`config.mk`:
```
export PLATFORM = sky130hd
export DESIGN_NAME = axis2fifo_buf
export DESIGN_NICKNAME = d
export VERILOG_FILES = /design/src/rtl/axis2fifo_buf.sv
export SDC_FILE = /design/constraint.sdc
export NUM_CORES = 1
export LEC_CHECK = 0
export ABC_CLOCK_PERIOD_IN_PS = 7500
export CAP_MARGIN = 20
export CORE_MARGIN = 1
export CORE_UTILIZATION = 45
export DETAILED_ROUTE_END_ITERATION = 7
export PLACE_DENSITY = 0.76
export SYNTH_ARGS = -nofsm -noshare
export SYNTH_HDL_FRONTEND = slang
export SYNTH_SLANG_ARGS = --single-unit
```
`constraint.sdc`:
```
create_clock -name ACC_CLK -period 7.5 [get_ports ACC_CLK]
set_input_delay 1.5 -clock ACC_CLK [delete_from_list [all_inputs] [get_ports ACC_CLK]]
set_output_delay 1.5 -clock ACC_CLK [all_outputs]
set_load 0.005 [all_outputs]
```
`src/rtl/axis2fifo_buf.sv`:
```
// AXI-Stream to first-word-fall-through FIFO adapter with an internal DEPTH-entry buffer.
// One stream transaction per CTRL_ALLOW; ends on TLAST or an optional programmed beat limit.
module axis2fifo_buf #(
  parameter int unsigned DATA_WIDTH   = 64,
  parameter int unsigned DEPTH        = 16,
  parameter int unsigned CNT_WIDTH    = 16,
  parameter bit          EMPTY_ACTIVE = 1'b0
) (
  input  logic                  ACC_CLK,
  input  logic                  ARESET,
  input  logic                  CTRL_ALLOW,
  input  logic [CNT_WIDTH-1:0]  CTRL_LEN,
  output logic                  CTRL_READY,
  output logic                  CTRL_FINISHED,
  output logic                  CTRL_TRUNC,
  output logic [CNT_WIDTH-1:0]  CTRL_COUNT,
  input  logic                  AXIS_TVALID,
  input  logic                  AXIS_TLAST,
  input  logic [DATA_WIDTH-1:0] AXIS_TDATA,
  output logic                  AXIS_TREADY,
  output logic                  FIFO_EMPTY,
  output logic [DATA_WIDTH-1:0] FIFO_DOUT,
  input  logic                  FIFO_READ
);

  localparam int unsigned AW = $clog2(DEPTH);
  localparam logic [AW:0] FullOcc = DEPTH[AW:0];

  typedef enum logic [1:0] {StIdle, StRun, StDrain, StDone} state_e;

  state_e                state_q, state_d;
  logic [DATA_WIDTH-1:0] mem_q [DEPTH];
  logic [AW-1:0]         wr_ptr_q, wr_ptr_d;
  logic [AW-1:0]         rd_ptr_q, rd_ptr_d;
  logic [AW:0]           occ_q, occ_d;
  logic [CNT_WIDTH-1:0]  count_q, count_d;
  logic [CNT_WIDTH-1:0]  len_q, len_d;
  logic                  trunc_q, trunc_d;

  logic                  present;
  logic                  full;
  logic                  push;
  logic                  pop;
  logic                  at_limit;
  logic [CNT_WIDTH:0]    count_inc;
  logic [CNT_WIDTH-1:0]  count_sat;

  assign present   = (occ_q != '0);
  assign full      = (occ_q == FullOcc);
  assign push      = AXIS_TVALID && AXIS_TREADY;
  assign pop       = FIFO_READ && present;
  assign count_inc = {1'b0, count_q} + {{CNT_WIDTH{1'b0}}, 1'b1};
  // Limit compares against the unsaturated increment; a zero length disables it.
  assign at_limit  = (len_q != '0) && (count_inc == {1'b0, len_q});
  assign count_sat = (&count_q) ? count_q : count_inc[CNT_WIDTH-1:0];

  // State register
  always_ff @(posedge ACC_CLK) begin
    if (ARESET) begin
      state_q <= StIdle;
    end else begin
      state_q <= state_d;
    end
  end

  // Next-state logic
  always_comb begin
    state_d = state_q;
    unique case (state_q)
      StIdle: begin
        if (CTRL_ALLOW) begin
          state_d = StRun;
        end
      end
      StRun: begin
        if (push && (AXIS_TLAST || at_limit)) begin
          state_d = StDrain;
        end
      end
      StDrain: begin
        if (occ_d == '0) begin
          state_d = StDone;
        end
      end
      StDone: begin
        state_d = StIdle;
      end
      default: begin
        state_d = StIdle;
      end
    endcase
  end

  // FSM outputs; TREADY uses registered occupancy only, no same-cycle pop credit.
  always_comb begin
    CTRL_READY    = 1'b0;
    CTRL_FINISHED = 1'b0;
    CTRL_TRUNC    = 1'b0;
    AXIS_TREADY   = 1'b0;
    unique case (state_q)
      StIdle: CTRL_READY = 1'b1;
      StRun:  AXIS_TREADY = !full;
      StDrain: begin
      end
      StDone: begin
        CTRL_FINISHED = 1'b1;
        CTRL_TRUNC    = trunc_q;
      end
      default: begin
      end
    endcase
  end

  // Datapath next state
  always_comb begin
    wr_ptr_d = wr_ptr_q;
    rd_ptr_d = rd_ptr_q;
    occ_d    = occ_q;
    count_d  = count_q;
    len_d    = len_q;
    trunc_d  = trunc_q;

    if ((state_q == StIdle) && CTRL_ALLOW) begin
      len_d   = CTRL_LEN;
      count_d = '0;
      trunc_d = 1'b0;
    end

    if (push) begin
      wr_ptr_d = wr_ptr_q + AW'(1);
      count_d  = count_sat;
      if (AXIS_TLAST) begin
        trunc_d = 1'b0;
      end else if (at_limit) begin
        trunc_d = 1'b1;
      end
    end

    if (pop) begin
      rd_ptr_d = rd_ptr_q + AW'(1);
    end

    unique case ({push, pop})
      2'b10:   occ_d = occ_q + (AW + 1)'(1);
      2'b01:   occ_d = occ_q - (AW + 1)'(1);
      default: occ_d = occ_q;
    endcase
  end

  always_ff @(posedge ACC_CLK) begin
    if (ARESET) begin
      wr_ptr_q <= '0;
      rd_ptr_q <= '0;
      occ_q    <= '0;
      count_q  <= '0;
      len_q    <= '0;
      trunc_q  <= 1'b0;
    end else begin
      wr_ptr_q <= wr_ptr_d;
      rd_ptr_q <= rd_ptr_d;
      occ_q    <= occ_d;
      count_q  <= count_d;
      len_q    <= len_d;
      trunc_q  <= trunc_d;
    end
  end

  // Storage needs no reset: stale entries are unreachable once occupancy is cleared.
  always_ff @(posedge ACC_CLK) begin
    if (push) begin
      mem_q[wr_ptr_q] <= AXIS_TDATA;
    end
  end

  assign CTRL_COUNT = count_q;
  assign FIFO_DOUT  = present ? mem_q[rd_ptr_q] : '0;
  assign FIFO_EMPTY = EMPTY_ACTIVE ? !present : present;

endmodule

```
Word level (Yosys, flattened, before mapping)
Memories as Yosys holds them, arrays and structs flattened. A register that Yosys moved wholly into a read port is not among the register bits. Index checks and enable logic that the tools add are counted.

Register bits: 48. Memory bits (writable): 1024. Output and inout bits: 85. Memories kept: 1.

Memory list: mem_q (words 16, width 64, read ports 1, clocked after Yosys merged registers in 1, write ports 1, RTL line 32) `logic [DATA_WIDTH-1:0] mem_q [DEPTH];`.

Add/sub/neg operators: 5. Equality and inequality tests: 11. Muxes and demuxes: 21. Reduce and logical (&&, ||, !) cells: 15.

Operators by type and width (count): 2-to-1 mux 64 bit (1); 2-to-1 mux 16 bit (3); adder 16 x 1 -> 17 bit, second input constant (1); equality test 17 x 16 -> 1 bit (1); AND reduction 16 bit (1); nonzero test 16 bit (1); 2-to-1 mux 1 bit (10); case mux 5 bit (2 select lines) (1); adder 4 x 1 -> 4 bit, second input constant (2); 2-to-1 mux 4 bit (2); != test 2 bit, second input constant (4); case mux 2 bit (4 select lines) (1); equality test 2 bit, second input constant (3); 2-to-1 mux 2 bit (3); adder 5 x 1 -> 5 bit, second input constant (1); equality test 5 bit, second input constant (1); logical AND 1 bit (5); zero test 5 bit (1); nonzero test 5 bit (1); subtractor 5 x 1 -> 5 bit, second input constant (1); equality test 2 x 1 -> 1 bit, second input constant (2); AND reduction 3 bit (1); zero test 2 bit (1); AND reduction 2 bit (1); 3 further kinds (3).

Logic depth before layout (Yosys ltp)
Gate-level depths: netlist (run 1).

Depth in word-level cells: 9. Depth in mapped cells: 18.

Worst setup path before layout (run 1)
No wires, ideal clock.

Kind: input-to-reg. From: input port AXIS_TVALID. To: memory mem_q[0][0], enable pin. Arrival time: 6.700 ns. Required time: 6.935 ns. Setup slack: 0.235 ns. Stages on the path: 6. Cell sequence: nand2_1 -> a31oi_1 -> buf_2 -> buf_1 -> nand2_1 -> nor3_1.

Cells in the longest elaborated chain, start to end: 3.

Ends and longest elaborated chain: from (decl) (RTL line 17) `input logic AXIS_TVALID,`; logical AND 1 bit (RTL line 50) `assign push = AXIS_TVALID && AXIS_TREADY;`; 2-to-1 mux 1 bit (RTL line 170) `if (push) begin`; 2-to-1 mux 1 bit (implied by the code) (RTL line 171) `mem_q[wr_ptr_q] <= AXIS_TDATA;`; to (decl) (RTL line 32).

Every way passes these cells.

==> run metrics, run 1 <==
final-report hold violation count=0; DR vias=roughly 20000; number of synthesized flops with an enable pin=slightly above 1000; Pre-antenna DRT Iters=7; post-synthesis cell type count=56; die area=0.09406 mm^2; post-route cell area=around 0.05 mm^2; vias in the first global route=20745; CP Launch Type=flop; static leakage=14.66 nW; H-tree levels=3; aggregate global-route resource usage=19.78%; most frequent cell after synthesis=edfxtp_1; First DRT Iteration DRCs=between 2000 and 2500; sequential share of the synthesized area=~76%; dominant cell type by area after synthesis=edfxtp_1; Util after Layout=52.93%; DP HPWL=47930 um; Die X=306.7 um; clock-pin slew on the worst setup and hold paths=~0.060 ns; drc violations=0; Syn Inst Count=1882; crit share post-route=74.86%; cts repair resizes=0; routability congestion estimate=between 0.8 and 0.9; Setup Buffers After CTS=0; Final Max Slew Viols=0; die height=306.7 um; Finish-stage setup viols=0; Pwr Density=slightly above 300 mW/mm^2; peak supply drop=0.2533 mV; synth top area cells=edfxtp_1, mux4_2, dfxtp_1; Synth Flop Type=edfxtp_1; Placed Area=about 0.045 mm^2; Net Count, Synth=1981; Wirelength per Cell=26.95 um; layout cells sized above 1=between 20% and 30%; Layout Area Growth over Synthesis=16.32%; CTS hold repair buffers=0; Synth top cells by count=edfxtp_1, mux4_2, and2_1; CTS tree=built; CTS Buf Count=103; core area=about 0.092 mm^2; routed vias/inst=~5.8; ANT nets after route=0; Setup CP Type=flop to primary output; FILL cells=6875; relative slew slack=about a quarter; RSZ-0062 raised after global routing=no; total grt overflow=0; asr flop ratio synth=0%; Total Wirelength=92190 um; largest net degree at the start of global routing=113; clock buffer depth=3; fin nets=roughly 2200; Clock Root Buffer=clkbuf_16; Critical Path AT=4.11 ns; Tmin final=5.614 ns; area occupied by multi-input gates=0.009635 mm^2; synthesized area per cell=22.20 um^2; row count=111; Yosys warning count=0; clk_lat worst skew=0.67 ns; max incr delay on CP=0.91 ns; CP max stage cell=dfxtp_4; FF+latch count, synth=1076; post-synth top area share=73.61%; Setup TNS Final=0 ns; status=complete, no violations; worst slew pin tran=around 1.1 ns; Initial Util=45.51%; CTS sink count=roughly 1100; CP Max Fanout=slightly above 40; HP Class=flop to flop; Crit. End Element=primary output; fmax=178.1 MHz; CP dominant cell by count=mux4_2; Setup Skew=0.02746 ns; first-pass GRT wire length=136200 um; total power draw=14.74 mW; num ports=171; IO Port Bufs=170; Cell Area, Synth=0.04178 mm^2; crit-path cells=buf_4, mux4_2, mux4_2, and2_1, clkdlybuf4s50_1; antenna violations before repair=10; register area=approximately 0.032 mm^2; maxcap violations=0; CP required=6.00 ns
[power by group]
group	total, mW	internal, mW	switching (mW)
sequential	6.83	6.70	0.130
clock	5.07	2.86	2.21
combinational	2.84	1.55	1.29
total	14.7	11.1	3.63
[flip-flops by register name, summed over array words and instances, names as in the netlist, named ones only]
name	flops
mem_q	1024
CTRL_COUNT	16
len_q	16
occ_q	5
rd_ptr_q	4
wr_ptr_q	4
state_q	2
trunc_q	1
[path summary, 6_finish.rpt]
check	endpoint	from	slack, ns	cells after the start
min	len_q[0]	len_q[0]	0.49	2
max	FIFO_DOUT[21]	flop	1.89	5
min reg2reg	len_q[0]	len_q[0]	0.49	2
max reg2reg	state_q[1]	occ_q[1]	3.32	13
[routing by layer]
layer  part of all wire, %  vias to the layer above  GRT usage [%]
met1                    40                    10614          26.60
met5                 0.050                        -              0
met2                    51                      800          33.35
li1                      -                     8308              -
met4                   2.1                        8          5.953
met3                   6.7                      131          3.198
[cell usage in the layout, fill, tap and decap left out, drive strengths merged, types with 4 or more instances in the layout]
cell           synthesis  layout
inv                   10      15
nand2b                 5       5
nand4                 11      11
ha                    13      13
nand3                  7       7
nor2                  52      52
mux4                 320     320
nor3                   9       9
and4                   5       5
xnor2                 18      18
and2                  68      68
bufinv                 0       9
dfxtp                 52      52
clkinvlp               0       7
clkinv                 1      46
clkbuf                61     125
a31oi                  6       6
nor2b                  7       7
xor2                  16      16
buf                   43      38
nand2                 52      52
nor4                   7       7
o21ai                  9       9
a21oi                 35      35
mux2i                  5       5
a311oi                 6       6
or4                    4       4
edfxtp              1024    1024
clkdlybuf4s50          0     170
[worst max-delay path, delay by kind of cell (launching register included)]
family | cells | cell delay [ns]
buffers and inverters | 2 | 1.16
muxes | 2 | 1.13
DFF | 1 | 0.91
and+or+nand+nor | 1 | 0.18
[layout make-up]
type	instances	area share [%]
multi-input cells	691	19.83
repair buffers	208	4.578
well taps	1243	3.201
flip-flops and latches	1076	65.45
clock buffers	125	5.474
inverters	11	0.08497
clock inverters	66	1.375
diodes	1	0.005150
[metrics by stage]
step,setup slack [ns],hold WS [ns],std cells
after CTS,1.766,0.4950,3420
final,1.886,0.4942,3421
after floorplan,0.2350,0.4607,1882
after detailed placement,2.494,0.4856,3229
after global routing,1.620,0.5143,3421
after global placement,2.543,0.4825,3226
[kinds of logic (layout without fill, tap and decap cells)]
logic type      count (synthesis)  count (layout)  synth area share [%]
buf+inv                       115             410                 1.114
compound gates                 81              81                 1.255
other cells                     0               1                     0
xor+xnor                       34              34                0.7128
fa+ha+maj                      13              13                0.3894
mux                           325             325                 17.37
simple gates                  238             238                 3.058
flops                        1076            1076                 76.10
(Power assumes the default switching activity.)
==> inputs of run 2 (changes only) <==
--- a/config.mk
+++ b/config.mk
@@ -5,7 +5,7 @@
 export SDC_FILE = /design/constraint.sdc
 export NUM_CORES = 1
 export LEC_CHECK = 0
-export ABC_CLOCK_PERIOD_IN_PS = 7500
+export ABC_CLOCK_PERIOD_IN_PS = 5100
 export CAP_MARGIN = 20
 export CORE_MARGIN = 1
 export CORE_UTILIZATION = 45
==> constraint.sdc (replaced) <==
create_clock -name ACC_CLK -period 5.1 [get_ports ACC_CLK]
set_input_delay 1.02 -clock ACC_CLK [delete_from_list [all_inputs] [get_ports ACC_CLK]]
set_output_delay 1.02 -clock ACC_CLK [all_outputs]
set_load 0.005 [all_outputs]
==> run metrics, run 2 (synthesized netlist as in run 1, its figures left out) <==
aggregate global-route resource usage=20.47% (+0.69 points); P_int=16.64 mW (+50%); Pwr Density=451.4 mW/mm^2 (+49%); Finish-stage setup viols=0 (unchanged); Pre-antenna DRT Iters=6 (-1); fmax=216.6 MHz; Setup CP Type=flop to primary output; total grt overflow=0 (unchanged); Tmin final=around 4.6 ns; Final Max Slew Viols=0 (unchanged); die height=306.7 um (unchanged); layout cells sized above 1=25.31% (+0.55 points); placed insts=3247 (+0.56%); clk_lat worst skew=0.68 ns (about the same); Clk pwr share=35.1% (+0.7 points); IO Port Bufs=170 (unchanged); Initial Util=45.51% (unchanged); Critical Path AT=3.60 ns (-0.51 ns); clock-pin slew on the worst setup and hold paths=0.06 ns (about the same); area occupied by multi-input gates=0.009661 mm^2 (+0.26%); commonest non-fill, non-tap cell in the layout=edfxtp_1; max reg flops=1024 (unchanged); drc violations=0 (unchanged); routed vias/inst=5.863 (+0.99%); Setup Skew=0.02041 ns (-0.007058 ns); FILL cells=6794 (-1.2%); CTS hold repair buffers=0 (unchanged); core area=0.09180 mm^2 (unchanged); DP HPWL=48650 um (+1.5%); maxcap violations=0 (unchanged); RSZ-0062 raised after global routing=no; First DRT Iteration DRCs=2051 (-8.8%); Setup Buffers After CTS=0 (unchanged); Sequential Power Share=45.2% (-1.1 points); final-report hold violation count=0 (unchanged); Final Non-Filler Cells=3447 (+0.76%); CTS sink count=1076 (unchanged); CTS tree=built; peak supply drop=0.3449 mV (+36%); Psw=5.452 mW (+50%); worst slew pin tran=1.023 ns (-0.1107 ns); Setup TNS Final=0 ns (unchanged); status=complete, no violations; cts repair resizes=0 (unchanged); Wirelength per Cell=27.62 um (+2.5%); CP Max Fanout=46 (+12%); Total Wirelength=95220 um (+3.3%); fin nets=2210 (+0.91%); register area=0.03181 mm^2 (unchanged); row count=111 (unchanged); Crit. End Element=primary output; ANT nets after route=0 (unchanged); Clock Root Buffer=clkbuf_16; crit share post-route=between 90% and 100%; Biggest register=mem_q; H-tree levels=3 (unchanged); largest net degree at the start of global routing=78 (-31%); CP Launch Type=flop; most frequent cells in the layout=edfxtp_1, mux4_2, clkdlybuf4s50_1; DR vias=20210 (+1.8%); die area=0.09406 mm^2 (unchanged); vias in the first global route=21113 (+1.8%); CTS Buf Count=105 (+1.9%); first-pass GRT wire length=139900 um (+2.7%); HP Class=flop to flop; CP required=4.08 ns (-1.92 ns); Net Sw Frac=24.68% (+0.054 points); relative slew slack=31.78% (+7.6 points); Die X=306.7 um (unchanged); num ports=171 (unchanged); static leakage=14.79 nW (+0.94%); Layout Area Growth over Synthesis=17.13%; antenna violations before repair=10 (unchanged); Logic pwr share=19.7% (+0.4 points); clock buffer depth=3 (unchanged); routability congestion estimate=0.8619 (+5.8%)
## run 2: power by group through the flow
stage                     registers [mW]  logic (mW)  clock network [mW]
after floorplan                     10.1        2.65                   0
after global placement              10.2        4.34                   0
after detailed placement            10.2        4.42                   0
after CTS                           9.99        4.46                7.89
after global routing                10.0        4.68                8.23
final                               9.99        4.35                7.75
## run 2: per-layer routing
metal  share of wire [%]  track usage, %
met1                  38           26.82
met4                 2.3           5.581
met3                 7.6           3.570
met2                  52           35.34
met5               0.056               0
## run 2: cell type report
| type | instances | area share (%) |
|---|---|---|
| well taps | 1243 | 3.178 |
| diodes | 3 | 0.01534 |
| clock buffers | 126 | 5.574 |
| clock inverters | 71 | 1.557 |
| inverters | 11 | 0.08438 |
| repair buffers | 226 | 4.848 |
| flip-flops and latches | 1076 | 65.00 |
| multi-input cells | 691 | 19.74 |
## run 2: worst paths after layout
kind	cells past startpoint	to	slack (ns)	start
setup / recovery	5	FIFO_DOUT[40]	0.48	flop
hold / removal	2	len_q[0]	0.49	len_q[0]
setup reg to reg	14	state_q[1]	1.41	occ_q[2]
hold reg to reg	2	len_q[0]	0.49	len_q[0]
## run 2: stage by stage
stage	utilization [%]	area (um^2)	power, mW	hold WS [ns]	setup slack (ns)
after floorplan	-	41800	12.75	0.4607	0.02976
after global placement	49.49	45430	14.49	0.4804	0.6952
after detailed placement	49.49	45430	14.59	0.4881	0.6120
after CTS	53.29	48920	22.33	0.4962	0.3893
after global routing	53.30	48930	22.92	0.5222	0.3763
final	53.30	48930	22.09	0.4946	0.4838
## run 2: worst max-delay path: stages, from the launching register on
cell             delay, ns
dfxtp_4               0.89
buf_4                 0.41
mux4_2                0.39
mux4_2                0.46
and2_1                0.21
clkdlybuf4s50_1       0.46
==> inputs of run 3 (changes only) <==
--- a/config.mk
+++ b/config.mk
@@ -5,12 +5,14 @@
 export SDC_FILE = /design/constraint.sdc
 export NUM_CORES = 1
 export LEC_CHECK = 0
+export ABC_AREA = 0
 export ABC_CLOCK_PERIOD_IN_PS = 5100
 export CAP_MARGIN = 20
 export CORE_MARGIN = 1
 export CORE_UTILIZATION = 45
 export DETAILED_ROUTE_END_ITERATION = 7
 export PLACE_DENSITY = 0.76
+export SKIP_CTS_REPAIR_TIMING = 1
 export SYNTH_ARGS = -nofsm -noshare
 export SYNTH_HDL_FRONTEND = slang
 export SYNTH_SLANG_ARGS = --single-unit
==> results of run 3 <==
The final DEF is identical to that of run 2; final timing and power are the same.
